[src/rtl/led_sequencer.sv]
// led_sequencer: 8-LED pattern generator with a prescaled step clock and a
// valid/ready command port for mode, step speed, pause and direct pattern load.
module led_sequencer #(
    parameter int CLK_FREQ = 25_000_000,
    parameter int TICK_DIV = CLK_FREQ / 100
) (
    input  logic       clk,
    input  logic       rst,
    input  logic       cmd_valid,
    output logic       cmd_ready,
    input  logic [1:0] cmd_op,
    input  logic [7:0] cmd_arg,
    output logic [7:0] leds,
    output logic [1:0] mode,
    output logic       paused,
    output logic       step_pulse
);

    localparam int             PRE_W    = $clog2(TICK_DIV);
    localparam logic [PRE_W-1:0] PRE_LAST = PRE_W'(TICK_DIV - 1);
    localparam logic [7:0]     SPEED_RST = 8'd49;

    typedef enum logic [1:0] {ST_RUN, ST_HALT, ST_APPLY} state_e;
    typedef enum logic [1:0] {OP_SET_MODE, OP_SET_SPEED, OP_PAUSE, OP_LOAD} op_e;
    typedef enum logic [1:0] {M_SHIFT, M_BOUNCE, M_BLINK, M_COUNT} mode_e;
    typedef enum logic {DIR_LEFT, DIR_RIGHT} dir_e;

    state_e           state_q, state_d;
    op_e              op_q, op_d;
    logic [7:0]       arg_q, arg_d;
    logic [7:0]       leds_q, leds_d;
    mode_e            mode_q, mode_d;
    logic [7:0]       speed_q, speed_d;
    dir_e             dir_q, dir_d;
    logic             pause_q, pause_d;
    logic [PRE_W-1:0] pre_q, pre_d;
    logic [7:0]       stc_q, stc_d;
    logic             step_pulse_q, step_pulse_d;

    logic cmd_accept;
    logic tick;
    logic step;

    assign cmd_ready  = (state_q != ST_APPLY);
    assign cmd_accept = cmd_valid && cmd_ready;
    assign tick       = (state_q == ST_RUN) && (pre_q == PRE_LAST);
    assign step       = tick && (stc_q == speed_q);

    assign leds       = leds_q;
    assign mode       = mode_q;
    assign paused     = pause_q;
    assign step_pulse = step_pulse_q;

    always_comb begin
        // NOTE: every *_d gets a default first so no path leaves it unassigned (no latches).
        state_d      = state_q;
        op_d         = op_q;
        arg_d        = arg_q;
        leds_d       = leds_q;
        mode_d       = mode_q;
        speed_d      = speed_q;
        dir_d        = dir_q;
        pause_d      = pause_q;
        pre_d        = pre_q;
        stc_d        = stc_q;
        step_pulse_d = 1'b0;

        if (state_q == ST_RUN) begin
            pre_d = tick ? '0 : pre_q + PRE_W'(1);
            if (tick) begin
                stc_d = step ? 8'd0 : stc_q + 8'd1;
            end
        end

        if (step) begin
            step_pulse_d = 1'b1;
            unique case (mode_q)
                M_SHIFT:  leds_d = {leds_q[6:0], leds_q[7]};
                M_BOUNCE: begin
                    if (dir_q == DIR_LEFT) begin
                        if (leds_q[7]) begin
                            dir_d  = DIR_RIGHT;
                            leds_d = leds_q >> 1;
                        end else begin
                            leds_d = leds_q << 1;
                        end
                    end else begin
                        if (leds_q[0]) begin
                            dir_d  = DIR_LEFT;
                            leds_d = leds_q << 1;
                        end else begin
                            leds_d = leds_q >> 1;
                        end
                    end
                end
                M_BLINK:  leds_d = ~leds_q;
                M_COUNT:  leds_d = leds_q + 8'd1;
            endcase
        end

        // Steps only happen in RUN, so APPLY never competes with the step logic above.
        unique case (state_q)
            ST_RUN, ST_HALT: begin
                if (cmd_accept) begin
                    state_d = ST_APPLY;
                    op_d    = op_e'(cmd_op);
                    arg_d   = cmd_arg;
                end
            end
            ST_APPLY: begin
                unique case (op_q)
                    OP_SET_MODE: begin
                        mode_d = mode_e'(arg_q[1:0]);
                        pre_d  = '0;
                        stc_d  = 8'd0;
                        unique case (mode_e'(arg_q[1:0]))
                            M_SHIFT:  leds_d = 8'h01;
                            M_BOUNCE: begin
                                leds_d = 8'h01;
                                dir_d  = DIR_LEFT;
                            end
                            M_BLINK:  leds_d = 8'h00;
                            M_COUNT:  leds_d = 8'h00;
                        endcase
                    end
                    OP_SET_SPEED: begin
                        speed_d = arg_q;
                        pre_d   = '0;
                        stc_d   = 8'd0;
                    end
                    OP_PAUSE: pause_d = arg_q[0];
                    OP_LOAD: begin
                        leds_d = arg_q;
                        pre_d  = '0;
                        stc_d  = 8'd0;
                    end
                endcase
                state_d = pause_d ? ST_HALT : ST_RUN;
            end
            default: state_d = ST_RUN;
        endcase
    end

    // NOTE: sequential state uses non-blocking assignments so all flops update together.
    always_ff @(posedge clk) begin
        if (rst) begin
            state_q      <= ST_RUN;
            op_q         <= OP_SET_MODE;
            arg_q        <= 8'h00;
            leds_q       <= 8'h01;
            mode_q       <= M_SHIFT;
            speed_q      <= SPEED_RST;
            dir_q        <= DIR_LEFT;
            pause_q      <= 1'b0;
            pre_q        <= '0;
            stc_q        <= 8'd0;
            step_pulse_q <= 1'b0;
        end else begin
            state_q      <= state_d;
            op_q         <= op_d;
            arg_q        <= arg_d;
            leds_q       <= leds_d;
            mode_q       <= mode_d;
            speed_q      <= speed_d;
            dir_q        <= dir_d;
            pause_q      <= pause_d;
            pre_q        <= pre_d;
            stc_q        <= stc_d;
            step_pulse_q <= step_pulse_d;
        end
    end

endmodule

[config.mk]
export PLATFORM = sky130hd
export DESIGN_NAME = led_sequencer
export DESIGN_NICKNAME = d
export VERILOG_FILES = /design/src/rtl/led_sequencer.sv
export SDC_FILE = /design/constraint.sdc
export NUM_CORES = 1
export LEC_CHECK = 0
export BUFFER_PORTS_ARGS = -buffer_cell sky130_fd_sc_hd__buf_2
export CORE_ASPECT_RATIO = 1.5
export CORE_MARGIN = 4
export CORE_UTILIZATION = 50
export CTS_BUF_LIST = sky130_fd_sc_hd__clkbuf_8
export DETAILED_ROUTE_END_ITERATION = 6
export PLACE_DENSITY_LB_ADDON = 0.1
export SLEW_MARGIN = 10
export SYNTH_ARGS = -nofsm -noshare
export SYNTH_HDL_FRONTEND = slang
export SYNTH_SLANG_ARGS = --single-unit
[constraint.sdc]
create_clock -name clk -period 6.3 [get_ports clk]
set_input_delay 0.63 -clock clk [delete_from_list [all_inputs] [get_ports clk]]
set_output_delay 0.63 -clock clk [all_outputs]
set_load 0.02 [all_outputs]
==> impl_metrics.toml, run 1 <==
[status]
status = "finished clean"

[placed_design]
dp_hpwl_mm = 5.249
dpl.cell_count = 471
io_buffers = 25
gp_congestion = 0.8592

[logic_synthesis]
async_flop_share_pct = 0
seq_area_frac_synth_pct = 37.81
synth_edf_count = 0
yosysUniqueCellTypes = 47
syn_inst = 392
yosysWarnings = 0
synth_nets = 413
synth-seq-cells = 59
syn_area_um2 = 3124
synth_flop_cell = "dfxtp_1"
avgSynthCellArea_um2 = 7.970

[finish]
finalNetCount = 429
areaGrowthSynthToFinish_pct = 11.85
drive_gt1_share_pct = 12.11
fill_cells = 596
antenna_cells = 0
layout.cells.non_filler = 487
fin_util_pct = 57.00

[timing]
rsz0062_at_grt = "false"
slew_violations = 0
period_minus_slack_ns = 2.478
finalHoldViolCount = 0
setup_tns_ns = 0
fin_skew_ns = 0.007748
maxSlewHeadroom_pct = 39.11
worst_slew_pin_slew_ns = 0.9115
final-setup-viol-count = 0
fmax_mhz = 403.5
period_share_pct = 39.34

[hold_path]
whs_path_depth = 2
holdCritPathClass = "reg -> reg"

[worst_setup_path]
worstPathMaxFanout = 19
crit_path_end_kind = "flop"
crit_end = "pre_q[13]"
r2r_end = "pre_q[13]"
crit_type = "reg -> reg"
rr_startpoint = "state_q[1]"
cp_data_arrival_time_ns = 2.68
crit_required_ns = 6.50
worstRegToRegCells = 6
reg2reg_slack_ns = 3.82
worstSetupStartpoint = "state_q[1]"
cp-start-kind = "flop"

[global_routing]
overflow = 0
antenna_found_initial = 0
grt_pass1_wl_mm = 12.16
gr-usage-all-layers_pct = 20.06
grt_pass1_vias = 2586
grt_max_degree = 35

[route]
drt-pass1-iter-count = 5
drc_errors = 0
wl_per_cell_um = 14.94
drt_iter0_drc = 97
routed_via_density = 5.676
drtAntennaViolNets = 0
drt_wl_total_mm = 7.278
routed-via-count = 2764

[clock_network]
cts-buffers-inserted = 9
h-tree-depth = 3
cts_hold_buf = 0
cts_sinks = 59
cts.root.buffer_cell = "clkbuf_8"
cts_tree = "built"
cts_buffer_depth = 2
clk_pin_slew_worst_paths_ns = 0.07
post_cts_buffers = 0
post_cts_resized = 0
clk_latency_ns = 0.34

[pwr]
power.density_nw_per_um2 = 241.3
power_leakage_nw = 1.282
total_power_mw = 0.8434
max-vdd-ir-drop_mv = 0.2525

[die]
ios = 26
core_um2 = 6131
dieWidth_um = 72.54
die_area_um2 = 7603
initial_core_util_pct = 50.96
dieHeight_um = 104.8
rows = 35

[job]
drv_cap = 0
Yosys cell counts (all sizes together) (6+ instances only):
master	n	area (µm²)
nand2	63	236.5
dfxtp	59	1181
a21oi	37	185.2
nor2	31	116.4
nand3	18	90.09
xnor2	18	157.7
clkbuf	17	63.81
xor2	15	131.4
o21ai	12	60.06
inv	11	41.29
nand4	11	68.82
nor3	11	55.05
ha	8	100.1
nor4	8	65.06
and3	6	37.54
power breakdown:
group | switching (mW) | internal (mW)
logic | 0.0350 | 0.0205
registers | 0.0133 | 0.382
clock network | 0.151 | 0.242
flip-flops by register name, indices dropped and copies added, names as in the netlist:
register    count
pre_q          18
arg_q           8
leds            8
speed_q         8
stc_q           8
mode            2
op_q            2
state_q         2
dir_q           1
paused          1
step_pulse      1
worst max-delay path, stage by stage (launching register included):
cell	delay (ns)
dfxtp_1	0.45
nor2b_1	0.16
buf_4	0.22
inv_1	0.10
o21bai_1	0.72
nand2b_1	0.58
nor2_1	0.11
kinds of logic (layout without fill, tap and decap cells):
kind of cell / count (synthesis) / after routing / synth area share (%)
muxes: 8 / 8 / 2.683
adders and majority gates: 8 / 8 / 3.204
AOI/OAI and AO/OA: 74 / 74 / 14.42
DFF: 59 / 59 / 37.81
and+or+nand+nor: 178 / 178 / 28.68
xor gates and xnor gates: 33 / 33 / 9.251
buffers and inverters: 32 / 53 / 3.964
through the flow:
| step | setup WS, ns | instance area, µm² | hold slack, ns |
|---|---|---|---|
| after floorplan | 4.292 | 3124 | 0.4451 |
| after global placement | 3.900 | 3267 | 0.4574 |
| after detailed placement | 3.798 | 3267 | 0.4621 |
| after CTS | 3.786 | 3495 | 0.4717 |
| after global routing | 3.582 | 3495 | 0.4937 |
| final | 3.822 | 3495 | 0.4673 |
layout by cell type, fill, tap and decap left out, drive strengths merged, types with 2 or more instances in the layout:
| cell | synthesis | layout |
|---|---|---|
| o31ai | 4 | 4 |
| ha | 8 | 8 |
| inv | 11 | 12 |
| bufinv | 0 | 2 |
| a21oi | 37 | 37 |
| or2 | 5 | 5 |
| a31oi | 3 | 3 |
| xnor2 | 18 | 18 |
| nand2b | 3 | 3 |
| or4 | 3 | 3 |
| nand3 | 18 | 18 |
| nor4b | 5 | 5 |
| nand3b | 2 | 2 |
| nor4 | 8 | 8 |
| and3 | 6 | 6 |
| a211o | 3 | 3 |
| a2bb2oi | 3 | 3 |
| nand4 | 11 | 11 |
| mux2 | 3 | 3 |
| nor2 | 31 | 31 |
| nor3 | 11 | 11 |
| nand2 | 63 | 63 |
| and4 | 2 | 2 |
| mux2i | 5 | 5 |
| o21ai | 12 | 12 |
| xor2 | 15 | 15 |
| dfxtp | 59 | 59 |
| a2111oi | 4 | 4 |
| nor3b | 3 | 3 |
| clkbuf | 17 | 11 |
| nor2b | 3 | 3 |
| buf | 4 | 26 |
how the worst min path moves through the flow:
stage                     startpoint          to  slack, ns
after floorplan             arg_q[4]    arg_q[4]       0.45
after global placement    speed_q[6]  speed_q[6]       0.46
after detailed placement  speed_q[6]  speed_q[6]       0.46
after CTS                 speed_q[6]  speed_q[6]       0.47
after global routing      speed_q[7]  speed_q[7]       0.49
final                     speed_q[6]  speed_q[6]       0.47
cell type report:
class | instances | area (µm²) | area share, %
multi-input combinational | 301 | 1819 | 52.06
clock buffer | 11 | 151.4 | 4.332
clock inverter | 5 | 76.32 | 2.184
inverter | 11 | 41.29 | 1.182
tap | 74 | 92.59 | 2.649
timing repair buffer | 26 | 132.6 | 3.795
sequential | 59 | 1181 | 33.80
layer usage:
metal	global-route usage [%]	part of all wire [%]	vias up
met4	7.784	2.1	0
li1	-	-	1413
met1	23.67	43	1292
met3	5.871	3.0	14
met2	33.46	52	45
met5	0	0	-
(Power assumes the default switching activity.)
==> run 2, diff against run 1 <==
Clock period 6.3 ns to 2.1 ns, I/O delays scaled along.
==> run 2 against run 1 <==
Against the previous run:
- routed wire length rose by 5.6%
- combinational power rose to 3.3 times the previous value
- critical path depth fell by 1
- critical path type unchanged
==> impl_metrics.toml, run 2 (synthesis results as in run 1) <==
[status]
status = "finished clean"

[finish]
largest_reg_flops = 18
drive_gt1_share_pct = 15.89
final_common_cell = "nand2_1"
fill_cells = 596
finalNetCount = 446
layout_common_cells = "nand2_1 (63), dfxtp_1 (58), a21oi_1 (37), nor2_1 (31), buf_2 (25)"
antenna_cells = 0
regMostFlops = "pre_q"
areaGrowthSynthToFinish_pct = 15.18

[hold_path]
holdCritPathClass = "in -> reg"
hold_start = "cmd_op[1]"
whs_path_depth = 3
hold_end = "op_q[1]"

[worst_setup_path]
cp-start-kind = "flop"
crit_type = "reg -> reg"
r2r_end = "stc_q[3]"
rr_startpoint = "pre_q[2]"
crit_required_ns = 2.37
crit_path_end_kind = "flop"
worstPathMaxFanout = 8
worstRegToRegCells = 5
reg2reg_slack_ns = 0.06
cp_data_arrival_time_ns = 2.31

[die]
initial_core_util_pct = 50.96
rows = 35
ios = 26
dieWidth_um = 72.54
dieHeight_um = 104.8
die_area_um2 = 7603
core_um2 = 6131

[placed_design]
dp_hpwl_mm = 5.751
gp_congestion = 0.9079
io_buffers = 25

[global_routing]
grt_pass1_vias = 2790
grt_pass1_wl_mm = 13.00
gr-usage-all-layers_pct = 21.65
antenna_found_initial = 0
grt_max_degree = 22
overflow = 0

[clock_network]
clk_pin_slew_worst_paths_ns = 0.06
cts.root.buffer_cell = "clkbuf_8"
cts_sinks = 59
clk_latency_ns = 0.34
cts-buffers-inserted = 9
h-tree-depth = 3
cts_tree = "built"
cts_buffer_depth = 2

[route]
wl_per_cell_um = 15.30
drtAntennaViolNets = 0
routed-via-count = 2834
routed_via_density = 5.645
drc_errors = 0
drt_wl_total_mm = 7.682
drt_iter0_drc = 138
drt-pass1-iter-count = 4

[job]
drv_cap = 0

[timing]
setup_tns_ns = 0
final-setup-viol-count = 0
finalHoldViolCount = 0
fmax_mhz = 489.7
rsz0062_at_grt = "false"
fin_skew_ns = 0.007578
maxSlewHeadroom_pct = 54.98
period_minus_slack_ns = 2.042
period_share_pct = 97.24
slew_violations = 0
worst_slew_pin_slew_ns = 0.6740

[pwr]
total_power_mw = 2.348
power_leakage_nw = 1.358
max-vdd-ir-drop_mv = 0.5994
power.density_nw_per_um2 = 652.4
[run 2: changes by cell type in the layout (fill, tap and decap cells not counted), sizes merged]
| cell | delta |
|---|---|
| clkinvlp | -1 |
| bufinv | -1 |
| buf | +17 |
| clkbuf | -1 |
| clkinv | +1 |
[run 2: power breakdown]
group	switching [mW]	internal (mW)
combinational	0.112	0.0700
clock	0.427	0.558
sequential	0.0347	1.15
[run 2: critical path: stages, from the launching register on]
cell	delay, ns
dfxtp_2	0.33
or3b_4	0.40
or2_4	0.30
or2_4	0.29
or4_1	0.49
a21oi_1	0.17
[run 2: through the flow]
stage / instances / setup WS (ns) / hold slack (ns) / util (%) / instance area (µm²)
6_report: 502 / 0.05795 / 0.09947 / 58.69 / 3598
4_1_cts: 501 / 0.02547 / 0.09444 / 58.41 / 3581
3_3_place_gp: 487 / 0.05516 / 0.4547 / 55.45 / 3400
2_1_floorplan: 392 / 0.09192 / 0.3460 / - / 3124
5_1_grt: 502 / 0.003642 / 0.1122 / 58.69 / 3598
3_5_place_dp: 487 / 0.01181 / 0.4563 / 55.45 / 3400
[run 2: area by class of cell]
cell class              instances  area (µm²)  area share [%]
flip-flops and latches         59        1182           32.86
clock inverters                 4       43.79           1.217
inverters                      11       41.29           1.147
well taps                      74       92.59           2.573
clock buffers                  10       137.6           3.825
repair buffers                 43       272.8           7.580
multi-input cells             301        1828           50.80
[run 2: what timing repair did]
action / in CTS / in global routing
pin swaps: 0 / 2
resized for setup: 1 / 3
endpoints found under the setup margin: 1 / 4
hold buffers: 0 / 0
setup buffers: 0 / 1
[run 2: metal layers]
metal	GRT usage (%)	share of wire (%)	up-vias
met2	39.28	55	43
li1	-	-	1445
met3	2.984	2.3	12
met5	0	0	-
met4	10.42	2.1	0
met1	23.76	41	1334
[run 2: how the worst max path moves through the flow]
stage,end,depth (start not counted),slack (ns),from
after global placement,stc_q[2],5,0.06,pre_q[2]
after CTS,stc_q[3],5,0.03,pre_q[2]
after global routing,leds[1],6,0.004,pre_q[6]
final,stc_q[3],5,0.06,pre_q[2]
after detailed placement,stc_q[3],5,0.01,pre_q[2]
after floorplan,stc_q[2],6,0.09,state_q[1]
